[src/rtl/syscall_sequencer_pkg.sv]
// Shared definitions for the SYSCALL sequencer: service codes understood by
// the host, FSM state codes, and the service-code classifier.
package syscall_sequencer_pkg;

  localparam logic [31:0] SYS_PRINT_INT = 32'd1;
  localparam logic [31:0] SYS_PRINT_STR = 32'd4;
  localparam logic [31:0] SYS_READ_INT  = 32'd5;
  localparam logic [31:0] SYS_EXIT      = 32'd10;
  localparam logic [31:0] SYS_PRINT_CHR = 32'd11;

  typedef enum logic [2:0] {
    SSQ_IDLE     = 3'd0,
    SSQ_DRAIN    = 3'd1,
    SSQ_REQ      = 3'd2,
    SSQ_WAIT_ACK = 3'd3,
    SSQ_RESUME   = 3'd4,
    SSQ_HALT     = 3'd5
  } ssq_state_t;

  // Codes that go out to the host over the req/ack handshake.
  // Exit is handled locally and is deliberately not in this set.
  function automatic logic is_host_service(input logic [31:0] code);
    return (code == SYS_PRINT_INT) || (code == SYS_PRINT_STR) ||
           (code == SYS_READ_INT)  || (code == SYS_PRINT_CHR);
  endfunction

endpackage

[src/rtl/syscall_sequencer.sv]
// SYSCALL sequencer. Freezes fetch/decode when a syscall sits in ID, waits
// for the older instructions to retire, samples $v0/$a0 and hands the
// request to the host, then resumes the pipeline or halts it for good.
//
// Ports:
//   clk, rst           clock, async active-high reset
//   id_valid           ID holds a real instruction
//   id_syscall         ID instruction decodes as SYSCALL
//   id_flush           ID instruction squashed this cycle
//   v0_value/a0_value  architectural $v0/$a0
//   svc_ack            host completes the outstanding request
//   stall_if_id        hold PC and IF/ID
//   bubble_id_ex       load a NOP into ID/EX
//   svc_req            service request valid
//   svc_code/svc_arg   latched $v0/$a0, stable while svc_req
//   halted             exit serviced, pipeline frozen
//   bad_syscall        sticky: unsupported code seen
//   svc_count          serviced syscalls, wraps
module syscall_sequencer
  import syscall_sequencer_pkg::*;
#(
  parameter int DRAIN_CYCLES = 3,
  parameter int CNT_W        = 16
) (
  input  logic             clk,
  input  logic             rst,
  input  logic             id_valid,
  input  logic             id_syscall,
  input  logic             id_flush,
  input  logic [31:0]      v0_value,
  input  logic [31:0]      a0_value,
  input  logic             svc_ack,
  output logic             stall_if_id,
  output logic             bubble_id_ex,
  output logic             svc_req,
  output logic [31:0]      svc_code,
  output logic [31:0]      svc_arg,
  output logic             halted,
  output logic             bad_syscall,
  output logic [CNT_W-1:0] svc_count
);

  localparam logic [3:0] DRAIN_LOAD = 4'(DRAIN_CYCLES - 1);

  ssq_state_t state, state_nxt;
  logic [3:0] drain_cnt, drain_nxt;
  logic       detect;
  logic       stall_c, bubble_c, req_c, halt_c;
  logic       latch_c, set_bad_c, inc_c;

  assign detect = id_valid & id_syscall & ~id_flush;

  always_ff @(posedge clk or posedge rst) begin
    if (rst) begin
      state     <= SSQ_IDLE;
      drain_cnt <= 4'd0;
    end else begin
      state     <= state_nxt;
      drain_cnt <= drain_nxt;
    end
  end

  always_comb begin
    state_nxt = state;
    drain_nxt = drain_cnt;
    stall_c   = 1'b0;
    bubble_c  = 1'b0;
    req_c     = 1'b0;
    halt_c    = 1'b0;
    latch_c   = 1'b0;
    set_bad_c = 1'b0;
    inc_c     = 1'b0;
    case (state)
      SSQ_IDLE: begin
        // Same-cycle stall so the instruction behind the syscall never enters ID.
        stall_c  = detect;
        bubble_c = detect;
        if (detect) begin
          drain_nxt = DRAIN_LOAD;
          state_nxt = SSQ_DRAIN;
        end
      end
      SSQ_DRAIN: begin
        stall_c  = 1'b1;
        bubble_c = 1'b1;
        if (id_flush)                state_nxt = SSQ_IDLE;
        else if (drain_cnt == 4'd0)  state_nxt = SSQ_REQ;
        else                         drain_nxt = drain_cnt - 4'd1;
      end
      SSQ_REQ: begin
        // Older writes have retired, so the forwarded $v0/$a0 are final here.
        stall_c  = 1'b1;
        bubble_c = 1'b1;
        latch_c  = 1'b1;
        if (is_host_service(v0_value)) begin
          state_nxt = SSQ_WAIT_ACK;
        end else if (v0_value == SYS_EXIT) begin
          state_nxt = SSQ_HALT;
          inc_c     = 1'b1;
        end else begin
          set_bad_c = 1'b1;
          state_nxt = SSQ_RESUME;
        end
      end
      SSQ_WAIT_ACK: begin
        req_c    = 1'b1;
        stall_c  = 1'b1;
        bubble_c = 1'b1;
        if (svc_ack) begin
          state_nxt = SSQ_RESUME;
          inc_c     = 1'b1;
        end
      end
      SSQ_RESUME: begin
        // Let IF/ID advance while the syscall itself leaves ID as a NOP.
        bubble_c  = 1'b1;
        state_nxt = SSQ_IDLE;
      end
      SSQ_HALT: begin
        halt_c   = 1'b1;
        stall_c  = 1'b1;
        bubble_c = 1'b1;
      end
      default: state_nxt = SSQ_IDLE;
    endcase
  end

  // Gate with rst so a reset drops the controls in the same cycle, even if
  // a syscall is still presented in ID while reset is held.
  assign stall_if_id  = stall_c  & ~rst;
  assign bubble_id_ex = bubble_c & ~rst;
  assign svc_req      = req_c    & ~rst;
  assign halted       = halt_c   & ~rst;

  always_ff @(posedge clk or posedge rst) begin
    if (rst) begin
      svc_code    <= 32'd0;
      svc_arg     <= 32'd0;
      bad_syscall <= 1'b0;
      svc_count   <= '0;
    end else begin
      if (latch_c) begin
        svc_code <= v0_value;
        svc_arg  <= a0_value;
      end
      if (set_bad_c) bad_syscall <= 1'b1;
      if (inc_c)     svc_count   <= svc_count + CNT_W'(1);
    end
  end

endmodule

[config.mk]
export PLATFORM = sky130hd
export DESIGN_NAME = syscall_sequencer
export DESIGN_NICKNAME = d
export VERILOG_FILES = /design/src/rtl/syscall_sequencer_pkg.sv /design/src/rtl/syscall_sequencer.sv
export SDC_FILE = /design/constraint.sdc
export NUM_CORES = 1
export LEC_CHECK = 0
export CORE_MARGIN = 2
export CORE_UTILIZATION = 46
export CTS_CLUSTER_SIZE = 14
export DETAILED_ROUTE_END_ITERATION = 16
export PLACE_DENSITY = 0.84
export SKIP_CTS_REPAIR_TIMING = 1
export SLEW_MARGIN = 20
export SYNTH_ARGS = -nofsm -noshare
export SYNTH_HDL_FRONTEND = slang
export SYNTH_SLANG_ARGS = --single-unit
[constraint.sdc]
create_clock -name clk -period 6.8 [get_ports clk]
set_input_delay 0.68 -clock clk [delete_from_list [all_inputs] [get_ports clk]]
set_output_delay 0.68 -clock clk [all_outputs]
set_load 0.02 [all_outputs]
# Word-level counts from Yosys, hierarchy flattened
# Cells that the tools add are included.
word_totals:
  reg_bits: 88
  inputBits: 70
  wordCells: 65
classes:
  addsub: 2
  eq_ne: 15
  muxes: 23
  n_bitwise: 9
  reduce_logical: 10
op_table:
  columns: ["cell", "n"]
  rows:
  - ["32-bit by 3-bit equality test with 1-bit output (second input constant)", 2]
  - ["32-bit by 4-bit equality test with 1-bit output (second input constant)", 2]
  - ["32-bit by 1-bit equality test with 1-bit output (second input constant)", 1]
  - ["16-bit by 1-bit adder with 16-bit output (second input constant)", 1]
  - ["3-bit two-way mux", 5]
  - ["3-bit one-hot mux with 5 select lines", 1]
  - ["4-bit two-way mux", 3]
  - ["1-bit two-way mux", 10]
  - ["2-bit inequality test (second input constant)", 4]
  - ["4-bit one-hot mux with 2 select lines", 1]
  - ["4-bit AND reduction", 2]
  - ["1-bit bitwise AND", 6]
  - ["3-bit by 2-bit equality test with 1-bit output (second input constant)", 2]
  - ["3-bit equality test (second input constant)", 2]
  - ["1-bit one-hot mux with 2 select lines", 3]
  - ["5-bit OR reduction", 1]
  - ["4-bit logical NOT", 1]
  - ["4-bit OR reduction", 1]
  - ["4-bit by 1-bit subtractor with 4-bit output (second input constant)", 1]
  - ["3-bit by 1-bit equality test with 1-bit output (second input constant)", 1]
  - ["3-bit logical NOT", 1]
  - ["1-bit logical OR", 3]
  - ["3-bit inequality test (second input constant)", 1]
  - ["1-bit inverter", 3]
  - ["2-bit nonzero test", 1]

# Longest topological paths before layout
depth:
  ltp_word: 6
  ltp_mapped: 7

# Worst setup path before layout
# OpenSTA, ideal clock, no wires.
synth_timing:
  path_type: "in2out"
  start: "input rst"
  end: "output bubble_id_ex"
  t_arrival_ns: 3.112
  setup_slack_ns: 3.008
  cell_stages: 2
  n_path_buf: 0
  path_cell_list: "inv_1 > o221a_2"
synth_via:
  elab_chain_cells: 2
synth_rtl:
  columns: ["element", "line", "source"]
  rows:
  - ["start, declared", "syscall_sequencer.sv:26", "input logic rst,"]
  - ["1-bit inverter", "syscall_sequencer.sv:131", "assign bubble_id_ex = bubble_c & ~rst;"]
  - ["1-bit bitwise AND", "syscall_sequencer.sv:131", null]
  - ["end, declared", "syscall_sequencer.sv:34", "output logic bubble_id_ex,"]
# No other way between the ends.

# Worst setup path in the final report
layout_timing:
  start: "input rst"
  end: "output svc_req"
layout_via:
  elab_chain_cells: 2
layout_rtl:
  columns: ["element", "line", "source"]
  rows:
  - ["1-bit inverter", "syscall_sequencer.sv:132", "assign svc_req = req_c & ~rst;"]
  - ["1-bit bitwise AND", "syscall_sequencer.sv:132", null]
  - ["end, declared", "syscall_sequencer.sv:35", "output logic svc_req,"]
# No other way between the ends.

==> impl_summary.log <==
INFO  metric die_w = 94.6 um
INFO  metric leakagePower = 0.00233 uW
INFO  metric netlist_area = 3770 um2
INFO  metric nets = a little over 500
INFO  metric grtUsageMet2 = 34.8%
INFO  metric boundary_pins = 155
INFO  metric detailroute.via_count = about 2.8k
INFO  metric placedCellCount = 526
INFO  metric cp.required = 6.12 ns
INFO  metric setup_viol = 0
INFO  metric first_global_vias = 3019
INFO  metric synth_compound_gate_area_share = ~5.4%
INFO  metric grt_start_max_net_pins = 67
INFO  metric classification_of_the_worst_setup_path = input port to output port
INFO  metric worst-path-stages = 4
INFO  metric totalNegativeSetupSlack = 0 ns
INFO  metric worst_clock_skew = 0.0107 ns
INFO  metric hold_path.class = register to register
INFO  metric cpMostUsedCell = sky130_fd_sc_hd__clkdlybuf4s50_1
INFO  metric largest_fanout_of_any_net_on_the_critical_path = 36
INFO  metric timing_worst_slew_pin_value = 0.813 ns
INFO  metric highest_ir_drop_seen_on_vdd = 0.292 mV
INFO  metric synth-async-reset-ratio = 100%
INFO  metric ys_warn_count = 0
INFO  metric syn_avg_cell_area = 13.6 um2
INFO  metric final_instance_count_without_filler_cells = approximately 540
INFO  metric clock_tree.htree_level_count = 3
INFO  metric clk_root_buffer_cell = sky130_fd_sc_hd__clkbuf_8
INFO  metric synth_top_family_by_area = multiplexers
INFO  metric crit-reg2reg-capture = svc_count[14]
INFO  metric drtPass1Iterations = 4
INFO  metric clkSinkCount = 88
INFO  metric cts_buffer_depth = 2
INFO  metric first_iteration_detailed_routing_drc_count = 79
INFO  metric worst-r2r-setup-slack = 4.04 ns
INFO  metric vias_per_cell = 5.18
INFO  metric report.final.hold_viol_count = 0
INFO  metric max_cap_violations = 0
INFO  metric floorplan.die.height = roughly 95 um
INFO  metric worstHoldStart = svc_count[15]
INFO  metric total_of_fill_cells_in_the_finished_design = 610
INFO  metric drc = 0
INFO  metric area_growth = 48.4%
INFO  metric cp.buffers_inverters = 3
INFO  metric mean_routed_wirelength_per_cell = 16.5 um
INFO  metric clock_latency = 0.34 ns
INFO  metric worstSetupEndpointType = output port
INFO  metric grt_first_pass_wirelength = 14300 um
INFO  metric global_route.usage.total = 20.8%
INFO  metric busiest_layer = met2
INFO  metric final_layout_size_suffix_gt1_share = roughly a fifth
INFO  metric start_util = 46.6%
INFO  metric whs_path_depth = 1
INFO  metric rsz_0062_raised_after_global_routing = false
INFO  metric yosysTopAreaCellShare = 58.4%
INFO  metric edff_count_synth = 0
INFO  metric worst-r2r-cell-count = 6
INFO  metric remaining_antenna_violation_count = 0
INFO  metric power_per_cell_area = 389 nW/um2
INFO  metric routabilityCongestion = 0.784
INFO  metric worst_max_slew_margin_expressed_relative_to_the_limit = 45.8%
INFO  metric syn_nets = around 350
INFO  metric synthesis.instances = approximately 280
INFO  metric synth_cell_type_count = 43
INFO  metric yosys_register_bits = 88
INFO  metric post_synthesis_xor_xnor_area_fraction = ~3.9%
INFO  metric synth_mux_area_share = 19.7%
INFO  metric tritoncts.num_buffers = 9
INFO  metric worstSetupStartpointType = input port
INFO  metric synth_area_leaders = sky130_fd_sc_hd__dfrtp_1, sky130_fd_sc_hd__mux2_2, sky130_fd_sc_hd__xnor2_1
INFO  metric tritoncts = yes
INFO  metric post-route-cell-area = roughly 5600 um2
INFO  metric cell_type_with_the_highest_aggregate_area_in_the_netlist = sky130_fd_sc_hd__dfrtp_1
INFO  metric synth.top_cells.by_count = sky130_fd_sc_hd__dfrtp_1, sky130_fd_sc_hd__mux2_2, sky130_fd_sc_hd__xnor2_1, sky130_fd_sc_hd__clkbuf_1
INFO  metric critical-path-top-delay-family = buffers and inverters
INFO  metric cts.clk_slew.worst_paths = 0.09 ns
INFO  metric timing.rr.start = state[2]
INFO  metric placed_cell_area = 5410 um2
INFO  metric crit_path_cell_trace = clkdlybuf4s50_1 > clkinv_2 > and3_1 > clkdlybuf4s50_1
INFO  metric worst_path_largest_cell_delay = 0.53 ns
INFO  metric fp.dieArea = 8940 um2
INFO  metric place_hpwl = 6650 um
INFO  metric critical_path.slowest_cell = sky130_fd_sc_hd__clkdlybuf4s50_1
INFO  metric met1_usage = 23.7%
INFO  metric coreArea = around 8000 um2
INFO  metric synthSimpleGateAreaFrac = a little under a tenth
INFO  metric cp_data_arrival_time = 2.59 ns
INFO  metric status = finished, final reports clean
INFO  metric period_share = 48.1%
INFO  metric leading_cell_type_by_number_of_instances_after_synthesis = sky130_fd_sc_hd__dfrtp_1
INFO  metric whs_endpoint = svc_count[15]
INFO  metric wirelength = 8930 um
INFO  metric num_rows = 33
INFO  metric grt_overflow = 0
INFO  metric diodes = 0
INFO  metric synth-main-ff-cell = sky130_fd_sc_hd__dfrtp_1
INFO  metric grt_antenna_before_repair = 0
INFO  metric synth_fa_ha_area_share = less than 1%
INFO  metric finalHoldWorstSlack = 0.473 ns
INFO  metric gr-usage-met3 = 9.74%
INFO  metric synth_seq_area_share = 58.4%
INFO  metric layout_min_cycle_time = between 3 and 4 ns
INFO  metric pins_over_their_slew_limit = 0
INFO  metric io_buffer_count = 154
INFO  metric max_freq = 306 MHz
==> routing by layer <==
metal | share of wire (%) | wire (um)
met5 | 0 | 0
met4 | 1.7 | 148
met3 | 11 | 944
met2 | 49 | 4350
met1 | 39 | 3480
==> worst reg2reg max path: stages (launching register included) <==
cell	delay (ns)
sky130_fd_sc_hd__dfrtp_1	0.51
sky130_fd_sc_hd__or3b_2	0.51
sky130_fd_sc_hd__buf_4	0.36
sky130_fd_sc_hd__or3_4	0.52
sky130_fd_sc_hd__nor4_4	0.38
sky130_fd_sc_hd__o2111ai_1	0.21
sky130_fd_sc_hd__xnor2_1	0.16
==> per-stage QoR <==
stage / power, uW / worst slack (ns) / utilization (%)
after floorplan: 1310 / 3.01 / -
after global placement: 1810 / 3.49 / 66.8
after detailed placement: 1830 / 3.47 / 66.8
after CTS: 2200 / 3.46 / 69.2
after global routing: 2290 / 3.34 / 69.2
final: 2180 / 3.53 / 69.2
==> layout by cell type, fill, tap and decap left out, types with 2 or more instances in the layout <==
cell type                         instances
sky130_fd_sc_hd__clkdlybuf4s50_1        154
sky130_fd_sc_hd__dfrtp_1                 88
sky130_fd_sc_hd__mux2_2                  64
sky130_fd_sc_hd__xnor2_1                 17
sky130_fd_sc_hd__nor2_1                  10
sky130_fd_sc_hd__o21ai_0                 10
sky130_fd_sc_hd__nor4_1                   9
sky130_fd_sc_hd__clkbuf_8                 9
sky130_fd_sc_hd__nand2_1                  6
sky130_fd_sc_hd__and3_1                   6
sky130_fd_sc_hd__inv_1                    5
sky130_fd_sc_hd__o211ai_1                 5
sky130_fd_sc_hd__o2111ai_1                5
sky130_fd_sc_hd__a21oi_1                  3
sky130_fd_sc_hd__nand3b_1                 3
sky130_fd_sc_hd__and4_1                   3
sky130_fd_sc_hd__ha_1                     3
sky130_fd_sc_hd__nand4_1                  2
sky130_fd_sc_hd__and2_1                   2
sky130_fd_sc_hd__clkinv_2                 2
sky130_fd_sc_hd__clkinvlp_4               2
sky130_fd_sc_hd__buf_4                    2
==> kinds of logic after synthesis <==
kind of cell,after synthesis
buffers and inverters,19
adders and majority gates,3
muxes,66
and+or+nand+nor,55
AOI/OAI and AO/OA,30
DFF,88
xor gates and xnor gates,17
==> registers in the layout (all words and copies together), names as in the netlist <==
register and cells:
state 3, svc_code 32, bad_syscall 1, drain_cnt 4
svc_arg 32, svc_count 16
==> power by group <==
group,internal (uW),switching (uW),total [uW]
clock,171,188,360
combinational,527,448,975
sequential,731,112,843
total,1430,748,2180
==> final cells by class <==
cell class / count / area (um2) / area share (%)
Tap cell: 105 / 131 / 2.35
Clock buffer: 10 / 128 / 2.28
Inverter: 6 / 23.8 / 0.424
Timing Repair Buffer: 156 / 1560 / 27.8
Multi-Input combinational cell: 171 / 1490 / 26.6
Clock inverter: 6 / 67.6 / 1.21
Sequential cell: 88 / 2200 / 39.3
==> worst max-delay path by stage <==
stage,start,end,slack [ns]
after floorplan,rst,bubble_id_ex,3.01
after global placement,rst,svc_req,3.49
after detailed placement,rst,halted,3.47
after CTS,rst,halted,3.46
after global routing,rst,svc_req,3.34
final,rst,svc_req,3.53
(Power assumes the default switching activity.)
